**config.mk**
```make
export PLATFORM = sky130hd
export DESIGN_NAME = lynx_mem_ctrl_flat
export DESIGN_NICKNAME = d
export VERILOG_FILES = /design/src/rtl/lynx_mem_ctrl_if.sv /design/src/rtl/lynx_mem_ctrl.sv /design/src/flat_wrapper.sv
export SDC_FILE = /design/constraint.sdc
export NUM_CORES = 1
export LEC_CHECK = 0
export BUFFER_PORTS_ARGS = -buffer_cell sky130_fd_sc_hd__buf_4
export CAP_MARGIN = 20
export CELL_PAD_IN_SITES_DETAIL_PLACEMENT = 1
export CELL_PAD_IN_SITES_GLOBAL_PLACEMENT = 2
export CORE_ASPECT_RATIO = 1.1
export CORE_MARGIN = 5
export CORE_UTILIZATION = 20
export CTS_BUF_LIST = sky130_fd_sc_hd__clkbuf_2 sky130_fd_sc_hd__clkbuf_4 sky130_fd_sc_hd__clkbuf_8
export CTS_CLUSTER_DIAMETER = 150
export CTS_CLUSTER_SIZE = 40
export DETAILED_ROUTE_END_ITERATION = 6
export PLACE_DENSITY_LB_ADDON = 0.1
export SYNTH_ARGS = -nofsm -noshare
export SYNTH_HDL_FRONTEND = slang
export SYNTH_SLANG_ARGS = --single-unit
```
**constraint.sdc**
```tcl
create_clock -name clock -period 2.1 [get_ports clock]
set_input_delay 0.21 -clock clock [delete_from_list [all_inputs] [get_ports clock]]
set_output_delay 0.21 -clock clock [all_outputs]
set_load 0.02 [all_outputs]
```
**src/rtl/lynx_mem_ctrl_if.sv**
```systemverilog
// Lynx memory-controller bus bundle: Z80 side, ROM/RAM/video-plane side,
// keyboard/tape inputs and the registered bank/video-control outputs.
interface lynx_mem_ctrl_if #(
    parameter int NPLANES = 2,
    parameter int RAM_AW  = 16
);
    logic                   ce;
    logic [1:0]             mode;
    logic [15:0]            a;
    logic                   mreq_n;
    logic                   iorq_n;
    logic                   wr_n;
    logic [7:0]             cpu_do;
    logic [7:0]             cpu_di;
    logic                   wait_n;
    logic                   de;
    logic                   cas;
    logic [7:0]             kbd_q;
    logic                   ear;
    logic [14:0]            rom_a;
    logic [7:0]             rom_q;
    logic [RAM_AW-1:0]      ram_a;
    logic                   ram_we;
    logic [7:0]             ram_q;
    logic [13:0]            vram_a;
    logic [NPLANES-1:0]     vram_we;
    logic [8*NPLANES-1:0]   vram_q;
    logic [NPLANES-1:0]     plane_en;
    logic [7:0]             bank;
    logic [4:0]             vctl;

    // Controller view
    modport slave (
        input  ce, mode, a, mreq_n, iorq_n, wr_n, cpu_do, de, cas, kbd_q, ear,
               rom_q, ram_q, vram_q,
        output cpu_di, wait_n, rom_a, ram_a, ram_we, vram_a, vram_we,
               plane_en, bank, vctl
    );

    // CPU / memory-system view
    modport master (
        output ce, mode, a, mreq_n, iorq_n, wr_n, cpu_do, de, cas, kbd_q, ear,
               rom_q, ram_q, vram_q,
        input  cpu_di, wait_n, rom_a, ram_a, ram_we, vram_a, vram_we,
               plane_en, bank, vctl
    );
endinterface

```
**src/rtl/lynx_mem_ctrl.sv**
```systemverilog
// Lynx 48K/96K/Scorpio memory map, bank (0x7F) and video-control (0x80)
// registers, CAS plane-blank toggle and a WAIT FSM that stalls CPU accesses
// to video RAM while the CRTC is in active display.
module lynx_mem_ctrl #(
    parameter int NPLANES  = 2,
    parameter int RAM_AW   = 16,
    parameter bit WAIT_EN  = 1'b1,
    parameter int WAIT_MAX = 63
) (
    input  logic          clock,
    input  logic          reset,
    lynx_mem_ctrl_if.slave bus
);

    typedef enum logic [1:0] {
        ST_IDLE = 2'd0,
        ST_HOLD = 2'd1,
        ST_DONE = 2'd2
    } state_t;

    // r_vctl holds vctl[5:1]: r_vctl[0]=vctl[1] ... r_vctl[4]=vctl[5]
    logic [7:0]         r_bank;
    logic [4:0]         r_vctl;
    logic               r_cas_d;
    logic               r_cas_tog;
    logic [5:0]         r_wcnt;
    state_t             r_state;

    state_t             w_state_nxt;
    logic [5:0]         w_wcnt_nxt;
    logic               w_wait_n;
    logic               w_hold_req;

    logic               w_io_wr;
    logic               w_sel_bank;
    logic               w_sel_vctl;
    logic               w_mode0;
    logic               w_rom_lo;
    logic               w_rom_hi;
    logic               w_rom_hit;
    logic               w_ram_hit;
    logic               w_vid_hit;
    logic               w_plane_found;
    logic [7:0]         w_plane_q;
    logic [7:0]         w_mem_q;
    logic [7:0]         w_io_q;
    logic [NPLANES-1:0] w_vwe_raw;
    logic               w_vid_rd;
    logic               w_vid_wr;
    logic               w_vid_tgt;
    logic               w_wr_cyc;
    logic [15:0]        w_ram_full;

    // Port decode: 0x7F is a full 7-bit match, 0x80 is partially decoded
    assign w_io_wr    = bus.ce & ~bus.iorq_n & ~bus.wr_n;
    assign w_sel_bank = (bus.a[6:0] == 7'h7F);
    assign w_sel_vctl = bus.a[7] & ~bus.a[6] & ~bus.a[2] & ~bus.a[1];

    // Bank and video-control registers; the access in flight still sees the old values
    always_ff @(posedge clock) begin
        if (reset) begin
            r_bank <= 8'h00;
            r_vctl <= 5'b00110;
        end else if (w_io_wr) begin
            if (w_sel_bank) r_bank <= bus.cpu_do;
            if (w_sel_vctl) r_vctl <= bus.cpu_do[5:1];
        end
    end

    // CAS key falling-edge detector toggles the plane-blank flag once per press
    always_ff @(posedge clock) begin
        if (reset) begin
            r_cas_d   <= 1'b0;
            r_cas_tog <= 1'b0;
        end else if (bus.ce) begin
            r_cas_d <= bus.cas;
            if (r_cas_d && !bus.cas) r_cas_tog <= ~r_cas_tog;
        end
    end

    // Address map regions
    assign w_mode0   = (bus.mode == 2'd0);
    assign w_rom_lo  = (bus.a[15:14] == 2'b00);
    assign w_rom_hi  = (bus.a[15:13] == 3'b010);
    assign w_rom_hit = ~r_bank[4] & (w_rom_lo | w_rom_hi);
    assign w_ram_hit = ~r_bank[5];
    assign w_vid_hit = r_bank[6];

    // Lowest plane whose vctl[2+k] select bit is clear supplies video read data
    always_comb begin
        w_plane_found = 1'b0;
        w_plane_q     = 8'hFF;
        for (int k = 0; k < NPLANES; k++) begin
            if (!w_plane_found && !r_vctl[1+k]) begin
                w_plane_found = 1'b1;
                w_plane_q     = bus.vram_q[8*k +: 8];
            end
        end
    end

    // Memory read priority: ROM, RAM, video plane, open bus
    always_comb begin
        w_mem_q = 8'hFF;
        if (w_rom_hit) begin
            w_mem_q = (w_mode0 && w_rom_hi) ? 8'hFF : bus.rom_q;
        end else if (w_ram_hit) begin
            w_mem_q = bus.ram_q;
        end else if (w_vid_hit && w_plane_found) begin
            w_mem_q = w_plane_q;
        end
    end

    assign w_io_q = w_sel_vctl ? {bus.kbd_q[7:1], (r_vctl[0] ? bus.ear : bus.kbd_q[0])}
                               : 8'hFF;
    assign bus.cpu_di = ~bus.iorq_n ? w_io_q : w_mem_q;

    // Per-plane write select before WAIT gating; planes beyond bank[3] are unmapped
    always_comb begin
        w_vwe_raw = '0;
        for (int k = 0; k < NPLANES && k < 3; k++) begin
            w_vwe_raw[k] = r_bank[1+k] & r_vctl[4];
        end
    end

    // A video target is a read that falls through to the video planes or any plane write
    assign w_vid_rd   = bus.wr_n & ~w_rom_hit & ~w_ram_hit & w_vid_hit;
    assign w_vid_wr   = ~bus.wr_n & (|w_vwe_raw);
    assign w_vid_tgt  = ~bus.mreq_n & (w_vid_rd | w_vid_wr);
    assign w_hold_req = WAIT_EN & w_vid_tgt & bus.de;

    // WAIT FSM state and counter register, advancing on CPU clock enables
    always_ff @(posedge clock) begin
        if (reset) begin
            r_state <= ST_IDLE;
            r_wcnt  <= 6'd0;
        end else if (bus.ce) begin
            r_state <= w_state_nxt;
            r_wcnt  <= w_wcnt_nxt;
        end
    end

    // WAIT FSM next state; wait_n drops in the same cycle a held access is seen
    always_comb begin
        w_state_nxt = r_state;
        w_wcnt_nxt  = r_wcnt;
        w_wait_n    = 1'b1;
        case (r_state)
            ST_IDLE: begin
                if (w_hold_req) begin
                    w_wait_n    = 1'b0;
                    w_wcnt_nxt  = 6'd0;
                    w_state_nxt = ST_HOLD;
                end
            end
            ST_HOLD: begin
                w_wait_n   = 1'b0;
                w_wcnt_nxt = r_wcnt + 6'd1;
                if (!bus.de || (w_wcnt_nxt == 6'(WAIT_MAX))) begin
                    w_state_nxt = ST_DONE;
                end
            end
            ST_DONE: begin
                if (bus.mreq_n) w_state_nxt = ST_IDLE;
            end
            default: begin
                w_state_nxt = ST_IDLE;
            end
        endcase
    end

    // Write strobes are suppressed while the CPU is being held
    assign w_wr_cyc    = ~bus.mreq_n & ~bus.wr_n & w_wait_n;
    assign bus.ram_we  = w_wr_cyc & ~r_bank[0];
    assign bus.vram_we = {NPLANES{w_wr_cyc}} & w_vwe_raw;
    assign bus.wait_n  = w_wait_n;

    // Address outputs; the 48K map folds out a[13]
    assign bus.rom_a   = w_mode0 ? {1'b0, bus.a[13:0]} : bus.a[14:0];
    assign w_ram_full  = w_mode0 ? {2'b00, bus.a[14], bus.a[12:0]} : bus.a;
    assign bus.ram_a   = w_ram_full[RAM_AW-1:0];
    assign bus.vram_a  = {bus.a[14], bus.a[12:0]};

    // CAS blanking applies to the first two planes only
    always_comb begin
        bus.plane_en = '1;
        for (int k = 0; k < NPLANES && k < 2; k++) begin
            bus.plane_en[k] = ~(r_cas_tog & r_vctl[1+k]);
        end
    end

    assign bus.bank = r_bank;
    assign bus.vctl = r_vctl;

endmodule

```
**src/flat_wrapper.sv**
```systemverilog
// flat-port wrapper written by rule: the top's interface ports become plain ports
module lynx_mem_ctrl_flat 
#(
    parameter int NPLANES  = 2,
    parameter int RAM_AW   = 16,
    parameter bit WAIT_EN  = 1'b1,
    parameter int WAIT_MAX = 63
)
  (clock, reset, bus_ce, bus_mode, bus_a, bus_mreq_n, bus_iorq_n, bus_wr_n, bus_cpu_do, bus_de, bus_cas, bus_kbd_q, bus_ear, bus_rom_q, bus_ram_q, bus_vram_q, bus_cpu_di, bus_wait_n, bus_rom_a, bus_ram_a, bus_ram_we, bus_vram_a, bus_vram_we, bus_plane_en, bus_bank, bus_vctl);
  lynx_mem_ctrl_if #(.NPLANES(NPLANES), .RAM_AW(RAM_AW)) bus_i ();
  input  logic clock;
  input  logic reset;
  input wire logic [$bits(bus_i.ce)-1:0] bus_ce;
  input wire logic [$bits(bus_i.mode)-1:0] bus_mode;
  input wire logic [$bits(bus_i.a)-1:0] bus_a;
  input wire logic [$bits(bus_i.mreq_n)-1:0] bus_mreq_n;
  input wire logic [$bits(bus_i.iorq_n)-1:0] bus_iorq_n;
  input wire logic [$bits(bus_i.wr_n)-1:0] bus_wr_n;
  input wire logic [$bits(bus_i.cpu_do)-1:0] bus_cpu_do;
  input wire logic [$bits(bus_i.de)-1:0] bus_de;
  input wire logic [$bits(bus_i.cas)-1:0] bus_cas;
  input wire logic [$bits(bus_i.kbd_q)-1:0] bus_kbd_q;
  input wire logic [$bits(bus_i.ear)-1:0] bus_ear;
  input wire logic [$bits(bus_i.rom_q)-1:0] bus_rom_q;
  input wire logic [$bits(bus_i.ram_q)-1:0] bus_ram_q;
  input wire logic [$bits(bus_i.vram_q)-1:0] bus_vram_q;
  output wire logic [$bits(bus_i.cpu_di)-1:0] bus_cpu_di;
  output wire logic [$bits(bus_i.wait_n)-1:0] bus_wait_n;
  output wire logic [$bits(bus_i.rom_a)-1:0] bus_rom_a;
  output wire logic [$bits(bus_i.ram_a)-1:0] bus_ram_a;
  output wire logic [$bits(bus_i.ram_we)-1:0] bus_ram_we;
  output wire logic [$bits(bus_i.vram_a)-1:0] bus_vram_a;
  output wire logic [$bits(bus_i.vram_we)-1:0] bus_vram_we;
  output wire logic [$bits(bus_i.plane_en)-1:0] bus_plane_en;
  output wire logic [$bits(bus_i.bank)-1:0] bus_bank;
  output wire logic [$bits(bus_i.vctl)-1:0] bus_vctl;
  assign bus_i.ce = bus_ce;
  assign bus_i.mode = bus_mode;
  assign bus_i.a = bus_a;
  assign bus_i.mreq_n = bus_mreq_n;
  assign bus_i.iorq_n = bus_iorq_n;
  assign bus_i.wr_n = bus_wr_n;
  assign bus_i.cpu_do = bus_cpu_do;
  assign bus_i.de = bus_de;
  assign bus_i.cas = bus_cas;
  assign bus_i.kbd_q = bus_kbd_q;
  assign bus_i.ear = bus_ear;
  assign bus_i.rom_q = bus_rom_q;
  assign bus_i.ram_q = bus_ram_q;
  assign bus_i.vram_q = bus_vram_q;
  assign bus_cpu_di = bus_i.cpu_di;
  assign bus_wait_n = bus_i.wait_n;
  assign bus_rom_a = bus_i.rom_a;
  assign bus_ram_a = bus_i.ram_a;
  assign bus_ram_we = bus_i.ram_we;
  assign bus_vram_a = bus_i.vram_a;
  assign bus_vram_we = bus_i.vram_we;
  assign bus_plane_en = bus_i.plane_en;
  assign bus_bank = bus_i.bank;
  assign bus_vctl = bus_i.vctl;
  lynx_mem_ctrl #(.NPLANES(NPLANES), .RAM_AW(RAM_AW), .WAIT_EN(WAIT_EN), .WAIT_MAX(WAIT_MAX)) u_core (.clock(clock), .reset(reset), .bus(bus_i));
endmodule
```
### After elaboration in Yosys (flattened, before gate mapping)

Index checks and enable logic that the tools add are counted.

* magnitude comparators: 0
* divide/modulo/power cells: 0
* bitwise logic cells: 34
* reduce and logical (&&, ||, !) cells: 18
* shifts and indexed selects: 0
* eq/ne operators: 8
* add/sub/neg operators: 1
* multiplexer cells: 21
* multipliers: 0

Operators with widths (number)
* 2-to-1 mux 8 bit: 8
* AND 1 bit: 19
* 2-to-1 mux 16 bit: 1
* 2-to-1 mux 15 bit: 1
* NOT 1 bit: 12
* one-hot mux 6 bit (2 select lines): 1
* equality test 7 bit (second input constant): 1
* adder 6 x 1 -> 6 bit (second input constant): 1
* equality test 6 bit (second input constant): 1
* logical NOT 2 bit: 3
* 2-to-1 mux 2 bit: 3
* 2-to-1 mux 6 bit: 1
* one-hot mux 2 bit (3 select lines): 1
* AND reduction 2 bit: 3
* logical AND 1 bit: 4
* 2-to-1 mux 1 bit: 4
* inequality test 2 x 1 -> 1 bit (second input constant): 2
* AND reduction 4 bit: 1
* equality test 3 x 2 -> 1 bit (second input constant): 1
* logical NOT 1 bit: 3
* AND reduction 3 bit: 1
* AND 2 bit: 1
* equality test 2 x 1 -> 1 bit (second input constant): 1
* equality test 2 bit (second input constant): 1
* other kinds (6): 7

* bits in writable memories: 0
* word-level logic and storage cells: 88
* bits in registers: 23
* output and inout bits: 72
* memories: 0
* input port bits: 75
* bits in read-only memories: 0
* bits in latches: 0

### Depth between registers and ports, before layout

Gate-level depths: netlist of the first run.

* depth in word-level cells: 14
* mapped depth: 6
* gate-level depth less buffers: 6

### Worst setup path before layout of the first run

OpenSTA, ideal clock, no wires.

* path type: input-to-reg
* start point: input bus_a[2]
* end point: register u_core.r_vctl[1], in the netlist u_core.bus.vctl[1]
* stages: 5
* buffers on the path: 2
* arrival time: 1.628 ns
* setup slack: 0.352 ns
* library setup time: 0.120 ns
* data required time: 1.980 ns
* path through: or4b_4 buf_6 or3_4 buf_6 a211o_1

* word-level cells in the longest chain between the ends: 4

RTL lines
* start, declared: RTL line flat_wrapper.sv:15 `input wire logic [$bits(bus_i.a)-1:0] bus_a;`
* NOT 1 bit: RTL line lynx_mem_ctrl.sv:57 `assign w_sel_vctl = bus.a[7] & ~bus.a[6] & ~bus.a[2] & ~bus.a[1];`
* AND 1 bit (2 in series): RTL line lynx_mem_ctrl.sv:57
* AND reduction 2 bit (no source line)
* end signal, assigned: RTL line lynx_mem_ctrl.sv:66 `if (w_sel_vctl) r_vctl <= bus.cpu_do[5:1];`
* end, declared: RTL line lynx_mem_ctrl.sv:23 `logic [4:0] r_vctl;`

No other way between the ends.
A chain may end at the register's enable or synchronous reset.

### Worst setup path after layout of the first run

* start point: register u_core.r_vctl[1], in the netlist u_core.bus.vctl[1]
* end point: output bus_cpu_di[2]

* word-level cells in the longest chain between the ends: 7
* elaborated cells between the ends (all ways): 10
* those cells by class: 8 x mux; 2 x reduce/logical

RTL lines
* 2-to-1 mux 1 bit / logical AND 1 bit (equally long branches): RTL line lynx_mem_ctrl.sv:94 `if (!w_plane_found && !r_vctl[1+k]) begin`
* 2-to-1 mux 1 bit: RTL line lynx_mem_ctrl.sv:94
* logical AND 1 bit: RTL line lynx_mem_ctrl.sv:108 `end else if (w_vid_hit && w_plane_found) begin`
* 2-to-1 mux 8 bit *: RTL line lynx_mem_ctrl.sv:108
* 2-to-1 mux 8 bit *: RTL line lynx_mem_ctrl.sv:106 `end else if (w_ram_hit) begin`
* 2-to-1 mux 8 bit *: RTL line lynx_mem_ctrl.sv:104 `if (w_rom_hit) begin`
* 2-to-1 mux 8 bit *: RTL line lynx_mem_ctrl.sv:115 `assign bus.cpu_di = ~bus.iorq_n ? w_io_q : w_mem_q;`
* end, declared: RTL line flat_wrapper.sv:27 `output wire logic [$bits(bus_i.cpu_di)-1:0] bus_cpu_di;`

Mark *: on every way between the ends. The rest lies on a longest branch, timed or not.

==> results.toml, run 1 <==
[synthesis]
syn_inst = 253
synth_top_cell_by_area = "dfxtp_1"
syn-num-nets = 330
ys_async_sr_fraction_pct = 0
synth_ff_type = "dfxtp_1"
ys_top_cells_by_count = "42 x buf_4, 34 x nor2_1, 23 x dfxtp_1, 22 x o21ai_0, 15 x mux2i_1"
synth-seq-cells = 23
seq_area_frac_synth_pct = 23.9
synth_edf_count = 0
yosysMostFrequentCell = "buf_4"
synth_top_cell_area_share_pct = 23.9
avgSynthCellArea_um2 = 7.62
ys_warn_count = 0
synth_cell_types = 40
synth_area_leaders = "dfxtp_1 24%, buf_4 16%, mux2i_1 7.8%"
netlist_area_mm2 = 0.00193

[clocking]
clockRootBuffer = "clkbuf_8"
clock_path_buffers = 2
clk_pin_slew_worst_paths_ns = 0.09
htree_levels = 1
post_cts_buffers = 0
clock_sinks = 23
cts_buffers = 3
cts_tree = "built"
cts_hold_buf = 0
clk-insertion-delay-late_ns = 0.26
cts-resized-gates = 0

[floorplan]
io_pins = 147
core_area_mm2 = 0.00940
die-height_um = 113
die_area_mm2 = 0.0117
die_w_um = 104
start_util_pct = 20.5
num_rows = 37

[sta]
relSlewSlack_pct = 68.7
fmax_mhz = 546
slew_viol_final = 0
tns_ns = 0
worst_pin_slew_ns = 0.469
fin_worst_skew_ns = 0.00119
min_period_ns = 1.83
rsz0062_at_grt = "no"
post-route-period-util_pct = 87.3
fin_ws_ns = 0.267
setup_viol = 0
finalHoldViolCount = 0
whs_ns = 0.178

[drt]
drt-pass1-iter-count = 4
vias = 1995
avgViaCountPerCell = 4.43
drt_iter0_markers = 74
drt_wl_total_mm = 7.26
drc_errors = 0
wire_per_inst_um = 16.1
ant_nets = 0

[cells_and_area]
finalInstanceArea_mm2 = 0.00273
drive_gt1_share_pct = 45.3
fin_nets = 411
insertedDiodeCount = 0
area_growth_pct = 41.5

[place]
dp_hpwl_mm = 5.91
portBuffers = 126
finalWeightedCongestion = 0.720
post-place-ws_ns = 0.238
place_area_mm2 = 0.00268

[critical_path]
cp.required_ns = 1.89
timing.rr.start = "u_core.r_state[0]"
critical_path_class = "reg -> out"
reg2reg_slack_ns = 0.45
r2r_end = "u_core.r_wcnt[5]"
worstPathCellList = "buf_4 > nor3b_1 > o21ai_0 > a21oi_1 > o22ai_1 > buf_4"
cpMostUsedCell = "buf_4"
r2r_cells = 4
crit_path_max_incr_delay_ns = 0.40
setup.worst_path.start = "u_core.bus.vctl[1]"
cp-end-kind = "output port"
worst_setup_path_start_kind = "flip-flop"
crit_path_top_delay_cell = "dfxtp_1"
critPathMaxFanout = 17
critPathArrivalTime_ns = 1.62
crit_path_end = "bus_cpu_di[2]"

[global_routing]
grt_max_degree = 28
grt_first_pass_wirelength_mm = 11.5
grt_usage_pct = 11.8
antenna_found_initial = 0
grt_overflow = 0
first_global_vias = 2107

[run]
max_cap_violations = 0

[pwr]
power_density_mw_per_mm2 = 395
power.leakage_nw = 1.19
max-vdd-ir-drop_mv = 0.246
p_total_w = 0.00108

[outcome]
outcome = "completed"

[min_path]
worstHoldStart = "bus_cpu_do[0]"
hold_path.class = "in -> reg"
## metrics by stage
| step | std cells | utilization (%) |
|---|---|---|
| 2_1_floorplan | 253 | - |
| 3_3_place_gp | 446 | 28.5 |
| 3_5_place_dp | 446 | 28.5 |
| 4_1_cts | 450 | 29.0 |
| 5_1_grt | 450 | 29.0 |
| 6_report | 450 | 29.0 |
## cells in the final DEF (no fill, tap or decap), drive strengths merged
cell / instances
buf: 131
nor2: 34
dfxtp: 23
o21ai: 22
mux2i: 15
a21oi: 13
nor3b: 9
o22ai: 9
or2: 8
inv: 6
nand3: 6
nand2b: 6
nor2b: 5
nand2: 5
clkbuf: 4
a211o: 3
and3: 3
xor2: 3
o32ai: 3
o211ai: 2
nor3: 2
or3b: 2
nand4: 2
a31oi: 2
ha: 2
a211oi: 2
nor4: 2
or4b: 1
o21bai: 1
and2: 1
mux2: 1
o21a: 1
o221a: 1
or3: 1
nand3b: 1
a22oi: 1
## cell type report
class | instances | area [µm²]
inverter | 6 | 22.5
clock buffer | 4 | 48.8
multi-input combinational | 169 | 1070
timing repair buffer | 131 | 983
tap | 117 | 146
fill | 1168 | 6670
sequential | 23 | 460
## how the worst min path moves through the flow
| stage | cells after the start | to |
|---|---|---|
| floorplan | 2 | u_core.bus.vctl[0] |
| global placement | 0 | bus_ram_a[10] |
| detailed placement | 0 | bus_ram_a[10] |
| CTS | 3 | u_core.bus.bank[0] |
| global route | 3 | u_core.bus.bank[0] |
| finish | 3 | u_core.bus.bank[0] |
## state kept, by name, summed over array words and instances, names as in the netlist
name	count
u_core.r_cas_d	1
u_core.bus.vctl	5
u_core.r_cas_tog	1
u_core.r_wcnt	6
u_core.bus.bank	8
u_core.r_state	2
## cell families (layout without fill, tap and decap cells)
group,Yosys count,count (layout),synth area share [%]
buffers and inverters,61,141,20.8
DFF,23,23,23.9
xor gates and xnor gates,3,3,1.36
and+or+nand+nor,88,88,25.3
AOI/OAI and AO/OA,60,60,18.9
adders and majority gates,2,2,1.30
muxes,16,16,8.37
## power breakdown
part           total [W]  internal [W]  leakage (nW)  switching, W
Sequential      0.000443      0.000439         0.186    0.00000371
Combinational   0.000339      0.000176         0.983      0.000163
Clock           0.000297      0.000148        0.0262      0.000149
Total            0.00108      0.000763          1.19      0.000315
## metal layers
layer	global-route usage, %	wire length [µm]	up-vias
met5	0	0	-
met4	2.19	23	0
met3	3.54	573	2
met2	19.9	3410	77
met1	15.1	3250	916
li1	-	-	1000
## critical path: cells and delay by family, from the launching register on
kind	cells	cell delay [ns]
flops	1	0.40
buf+inv	2	0.39
compound gates	3	0.36
simple gates	1	0.20
Note: power is estimated with default switching activity, not from simulation.
==> run 2, diff against run 1 <==
--- a/config.mk
+++ b/config.mk
@@ -17,4 +17,5 @@
 export CTS_CLUSTER_SIZE = 40
 export DETAILED_ROUTE_END_ITERATION = 6
+export HOLD_SLACK_MARGIN = 0.03
 export PLACE_DENSITY_LB_ADDON = 0.1
 export SYNTH_ARGS = -nofsm -noshare
==> constraint.sdc (replaced) <==
create_clock -name clock -period 2.1 [get_ports clock]
set_input_delay 0.21 -clock clock [delete_from_list [all_inputs] [get_ports clock]]
set_output_delay 0.21 -clock clock [all_outputs]
set_load 0.1 [all_outputs]
==> run 2 against run 1 <==
Compared with the run above: largest cell class unchanged; maximum frequency down 5.4%; clock power down 3%; clock-buffer cell count down 1; critical path type unchanged; power up 29%; first-iteration DRC count down 30%; cell area up 5.3%; die area unchanged; clock skew up 0.0095 ns; routed wire length up 1.2%; cell count down 0.22%; sequential share of layout area down 0.41 points; hold slack worse by 0.010 ns.
==> results.toml, run 2 (synthesis gave the netlist of run 1 again) <==
[drt]
drc_errors = 0
drt-pass1-iter-count = 4
avgViaCountPerCell = 4.52
drt_iter0_markers = 52
wl_met1_mm = 3.11
wire_per_inst_um = 16.4
vias = 2028
top_layer_used = "met4"
ant_nets = 0
dr_wl_met2_mm = 3.74
drt_wl_total_mm = 7.35
wl_met3_um = 473

[min_path]
hold_path.class = "in -> reg"

[clocking]
clock_path_buffers = 2
clockRootBuffer = "clkbuf_8"
clock_sinks = 23
cts_hold_buf = 0
cts_tree = "built"
cts_buffers = 3
clk-insertion-delay-late_ns = 0.27
htree_levels = 1
clk_pin_slew_worst_paths_ns = 0.09

[place]
finalWeightedCongestion = 0.753
portBuffers = 126
place_area_mm2 = 0.00282
dp_hpwl_mm = 6.06

[global_routing]
first_global_vias = 2134
grt_first_pass_wirelength_mm = 11.8
grt_max_degree = 28
grt_overflow = 0
grt_usage_pct = 12.1
antenna_found_initial = 0

[critical_path]
crit_path_max_incr_delay_ns = 0.47
critical_path_class = "reg -> out"
path_buf_inv = 1
critPathArrivalTime_ns = 1.73
cp-end-kind = "output port"
cp.required_ns = 1.89
critPathMaxFanout = 12
crit_path_top_delay_cell = "dfxtp_2"
path_delay_family = "flip-flops"
worstPathCellList = "and2_2 > o21ai_0 > a21oi_1 > o22ai_4 > buf_4"
worst_setup_path_start_kind = "flip-flop"

[sta]
worst_pin_slew_ns = 0.441
tns_ns = 0
relSlewSlack_pct = 70.3
fmax_mhz = 516
rsz0062_at_grt = "no"
min_period_ns = 1.94
post-route-period-util_pct = 92.3
setup_viol = 0
finalHoldViolCount = 0
slew_viol_final = 0
fin_worst_skew_ns = 0.0107

[pwr]
power.leakage_nw = 1.22
switching_share_pct = 45.0
p_clk_share_pct = 20.6
max-vdd-ir-drop_mv = 0.204
power_density_mw_per_mm2 = 485
power_frac_seq_pct = 31.7
switching_power_w = 0.000627
power.internal_w = 0.000766
comb_power_share_pct = 47.6

[run]
max_cap_violations = 0

[cells_and_area]
finalInstanceArea_mm2 = 0.00287
largest_reg_flops = 8
layout_common_cells = "130 x buf_4, 34 x nor2_1, 22 x o21ai_0"
area_growth_pct = 48.9
fin_nets = 410
nFillCells = 1164
insertedDiodeCount = 0
final_common_cell = "buf_4"
drive_gt1_share_pct = 51.5

[floorplan]
start_util_pct = 20.5
io_pins = 147
die_w_um = 104
die-height_um = 113
core_area_mm2 = 0.00940
num_rows = 37
die_area_mm2 = 0.0117

[outcome]
outcome = "completed"
## run 2: worst paths after layout
path / startpoint / to / slack [ns] / depth (start not counted)
worst max-delay path: u_core.bus.bank[5] / bus_cpu_di[5] / 0.16 / 5
worst min-delay path: bus_cpu_do[7] / u_core.bus.bank[7] / 0.17 / 3
worst max register to register: u_core.r_wcnt[1] / u_core.r_state[0] / 0.57 / 5
worst min register to register: u_core.bus.bank[7] / u_core.bus.bank[7] / 0.51 / 2
## run 2: repair_timing
action | 4_1_cts | 5_1_grt
setup endpoints to repair | 1 | 0
buffers inserted | 0 | 0
gates resized for setup | 1 | 0
## run 2: layout make-up
class / instances / area (µm²) / share of cell area (%)
multi-input combinational: 169 / 1210 / 42.0
timing repair buffer: 130 / 976 / 34.0
sequential: 23 / 473 / 16.5
tap: 117 / 146 / 5.10
clock buffer: 3 / 41.3 / 1.44
inverter: 6 / 22.5 / 0.784
clock inverter: 1 / 5.00 / 0.174
## run 2: tightest hold or removal path, stage by stage
cell and delay [ns]:
buf_4 0.07, mux2i_1 0.05, nor2_1 0.07
## run 2: per-stage QoR
stage	hold WS, ns	worst slack [ns]	util [%]	cells	total power (W)
detailed placement	0.421	0.155	30.0	445	0.00112
finish	0.167	0.162	30.6	449	0.00139
global placement	0.421	0.198	30.0	445	0.00112
floorplan	0.354	-0.00496	-	253	0.00108
CTS	0.164	0.105	30.6	449	0.00142
global route	0.183	0.0227	30.6	449	0.00146
## run 2: power groups by stage
| stage | registers [W] | logic [W] | clock network, W |
|---|---|---|---|
| after floorplan | 0.000455 | 0.000629 | 0 |
| after global placement | 0.000452 | 0.000667 | 0 |
| after detailed placement | 0.000452 | 0.000669 | 0 |
| after CTS | 0.000442 | 0.000670 | 0.000306 |
| after global routing | 0.000443 | 0.000691 | 0.000326 |
| final | 0.000442 | 0.000664 | 0.000287 |
## run 2: per-layer routing
layer / up-vias / global-route usage, %
met5: - / 0
met4: 0 / 1.84
met3: 2 / 3.02
met2: 62 / 21.3
met1: 965 / 15.1
li1: 999 / -
==> run 3, diff against run 2 <==
ABC_CLOCK_PERIOD_IN_PS = 2100   (was unset)
REMOVE_ABC_BUFFERS = 1   (was unset)
==> run 3 against run 2 <==
Compared with the run above: via count decreased by 0.49%; combinational power decreased by 5.4%; highest routed layer unchanged; cell count unchanged; hold slack improved by 0.0072 ns; die area unchanged; maximum frequency increased by 2.3%.
==> results.toml, run 3 (synthesis gave the netlist of run 1 again) <==
[outcome]
outcome = "completed"

[clocking]
clk_pin_slew_worst_paths_ns = 0.08
cts_buffers = 3
clockRootBuffer = "clkbuf_8"
clock_path_buffers = 2
cts_tree = "built"
clock_sinks = 23
clk-insertion-delay-late_ns = 0.27
htree_levels = 1
cts_hold_buf = 0

[sta]
slew_viol_final = 0
worst_pin_slew_ns = 0.413
finalHoldViolCount = 0
whs_ns = 0.175
post-route-period-util_pct = 90.2
rsz0062_at_grt = "no"
fin_worst_skew_ns = 0.0101
min_period_ns = 1.89
setup_viol = 0
fmax_mhz = 528
relSlewSlack_pct = 72.1
tns_ns = 0

[critical_path]
critPathArrivalTime_ns = 1.68
cp-end-kind = "output port"
critPathMaxFanout = 8
cp.required_ns = 1.89
critical_path_class = "reg -> out"
worst_setup_path_start_kind = "flip-flop"

[drt]
drc_errors = 0
ant_nets = 0
drt_wl_total_mm = 7.59
drt-pass1-iter-count = 4
drt_iter0_markers = 61
avgViaCountPerCell = 4.49
wire_per_inst_um = 16.9
vias = 2018

[global_routing]
grt_max_degree = 28
grtUsageMet2_pct = 21.3
grt_first_pass_wirelength_mm = 12.0
top_usage_layer = "met2"
first_global_vias = 2147
grt_overflow = 0
grt_usage_pct = 12.4
met3_usage_pct = 3.02
antenna_found_initial = 0
grt_use_met1_pct = 15.8

[cells_and_area]
final_cells = 449
seq_area_um2 = 465
multi_input_area_mm2 = 0.00107
fin_nets = 410
insertedDiodeCount = 0
drive_gt1_share_pct = 45.8
final_common_cell = "buf_4"
largest_reg_flops = 8
area_growth_pct = 41.2
nFillCells = 1170
layout_common_cells = "130 x buf_4, 34 x nor2_1, 22 x o21ai_0"

[place]
dp_hpwl_mm = 6.28
finalWeightedCongestion = 0.761
portBuffers = 126
dpl.cell_count = 445

[floorplan]
die_area_mm2 = 0.0117
die-height_um = 113
num_rows = 37
die_w_um = 104
io_pins = 147
core_area_mm2 = 0.00940
start_util_pct = 20.5

[pwr]
power_density_mw_per_mm2 = 501
power.leakage_nw = 1.19
p_total_w = 0.00136
max-vdd-ir-drop_mv = 0.156

[min_path]
hold_path.class = "in -> reg"

[run]
max_cap_violations = 0
-- run 3: cell counts in the layout (fill, tap and decap cells not counted) --
Identical to the previous run, type by type.
-- run 3: per-layer routing --
layer	routed length (µm)	vias up
met5	0	-
met4	59	0
met3	410	4
met2	3800	78
met1	3320	937
li1	-	999
-- run 3: final timing paths --
path              cells after the start          startpoint            endpoint  slack, ns
setup reg to reg                      5    u_core.r_wcnt[0]   u_core.r_state[0]       0.51
hold reg to reg                       2  u_core.bus.bank[7]  u_core.bus.bank[7]       0.50
setup / recovery                      5  u_core.bus.bank[4]       bus_cpu_di[3]       0.21
hold / removal                        3       bus_cpu_do[7]  u_core.bus.bank[7]       0.17
-- run 3: area by class of cell --
class	instances	share of cell area, %
clock buffer	3	1.52
clock inverter	1	0.184
inverter	6	0.827
multi-input combinational	169	39.2
sequential	23	17.1
tap	117	5.38
timing repair buffer	130	35.8
-- run 3: critical path: stages (launching register included) --
cell,delay (ns)
dfxtp_1,0.36
a211oi_2,0.30
buf_4,0.22
a21oi_1,0.07
o22ai_1,0.14
buf_4,0.32
-- run 3: power breakdown --
part / internal [W] / total (W) / switching (W)
clock network: 0.000133 / 0.000293 / 0.000160
logic: 0.000176 / 0.000628 / 0.000452
registers: 0.000438 / 0.000442 / 0.00000418
total: 0.000747 / 0.00136 / 0.000616
-- run 3: per-stage QoR --
stage | utilization, % | setup slack [ns] | area, µm²
after floorplan | - | -2.01 | 1550
final | 29.0 | 0.206 | 2720
after global routing | 29.0 | 0.0798 | 2720
after global placement | 28.4 | 0.259 | 2670
after CTS | 28.9 | 0.0738 | 2720
after detailed placement | 28.4 | 0.248 | 2670
-- run 3: timing repair --
action | 4_1_cts | 5_1_grt
setup endpoints to repair | 4 | 3
resized for setup | 1 | 2
buffers inserted | 0 | 0
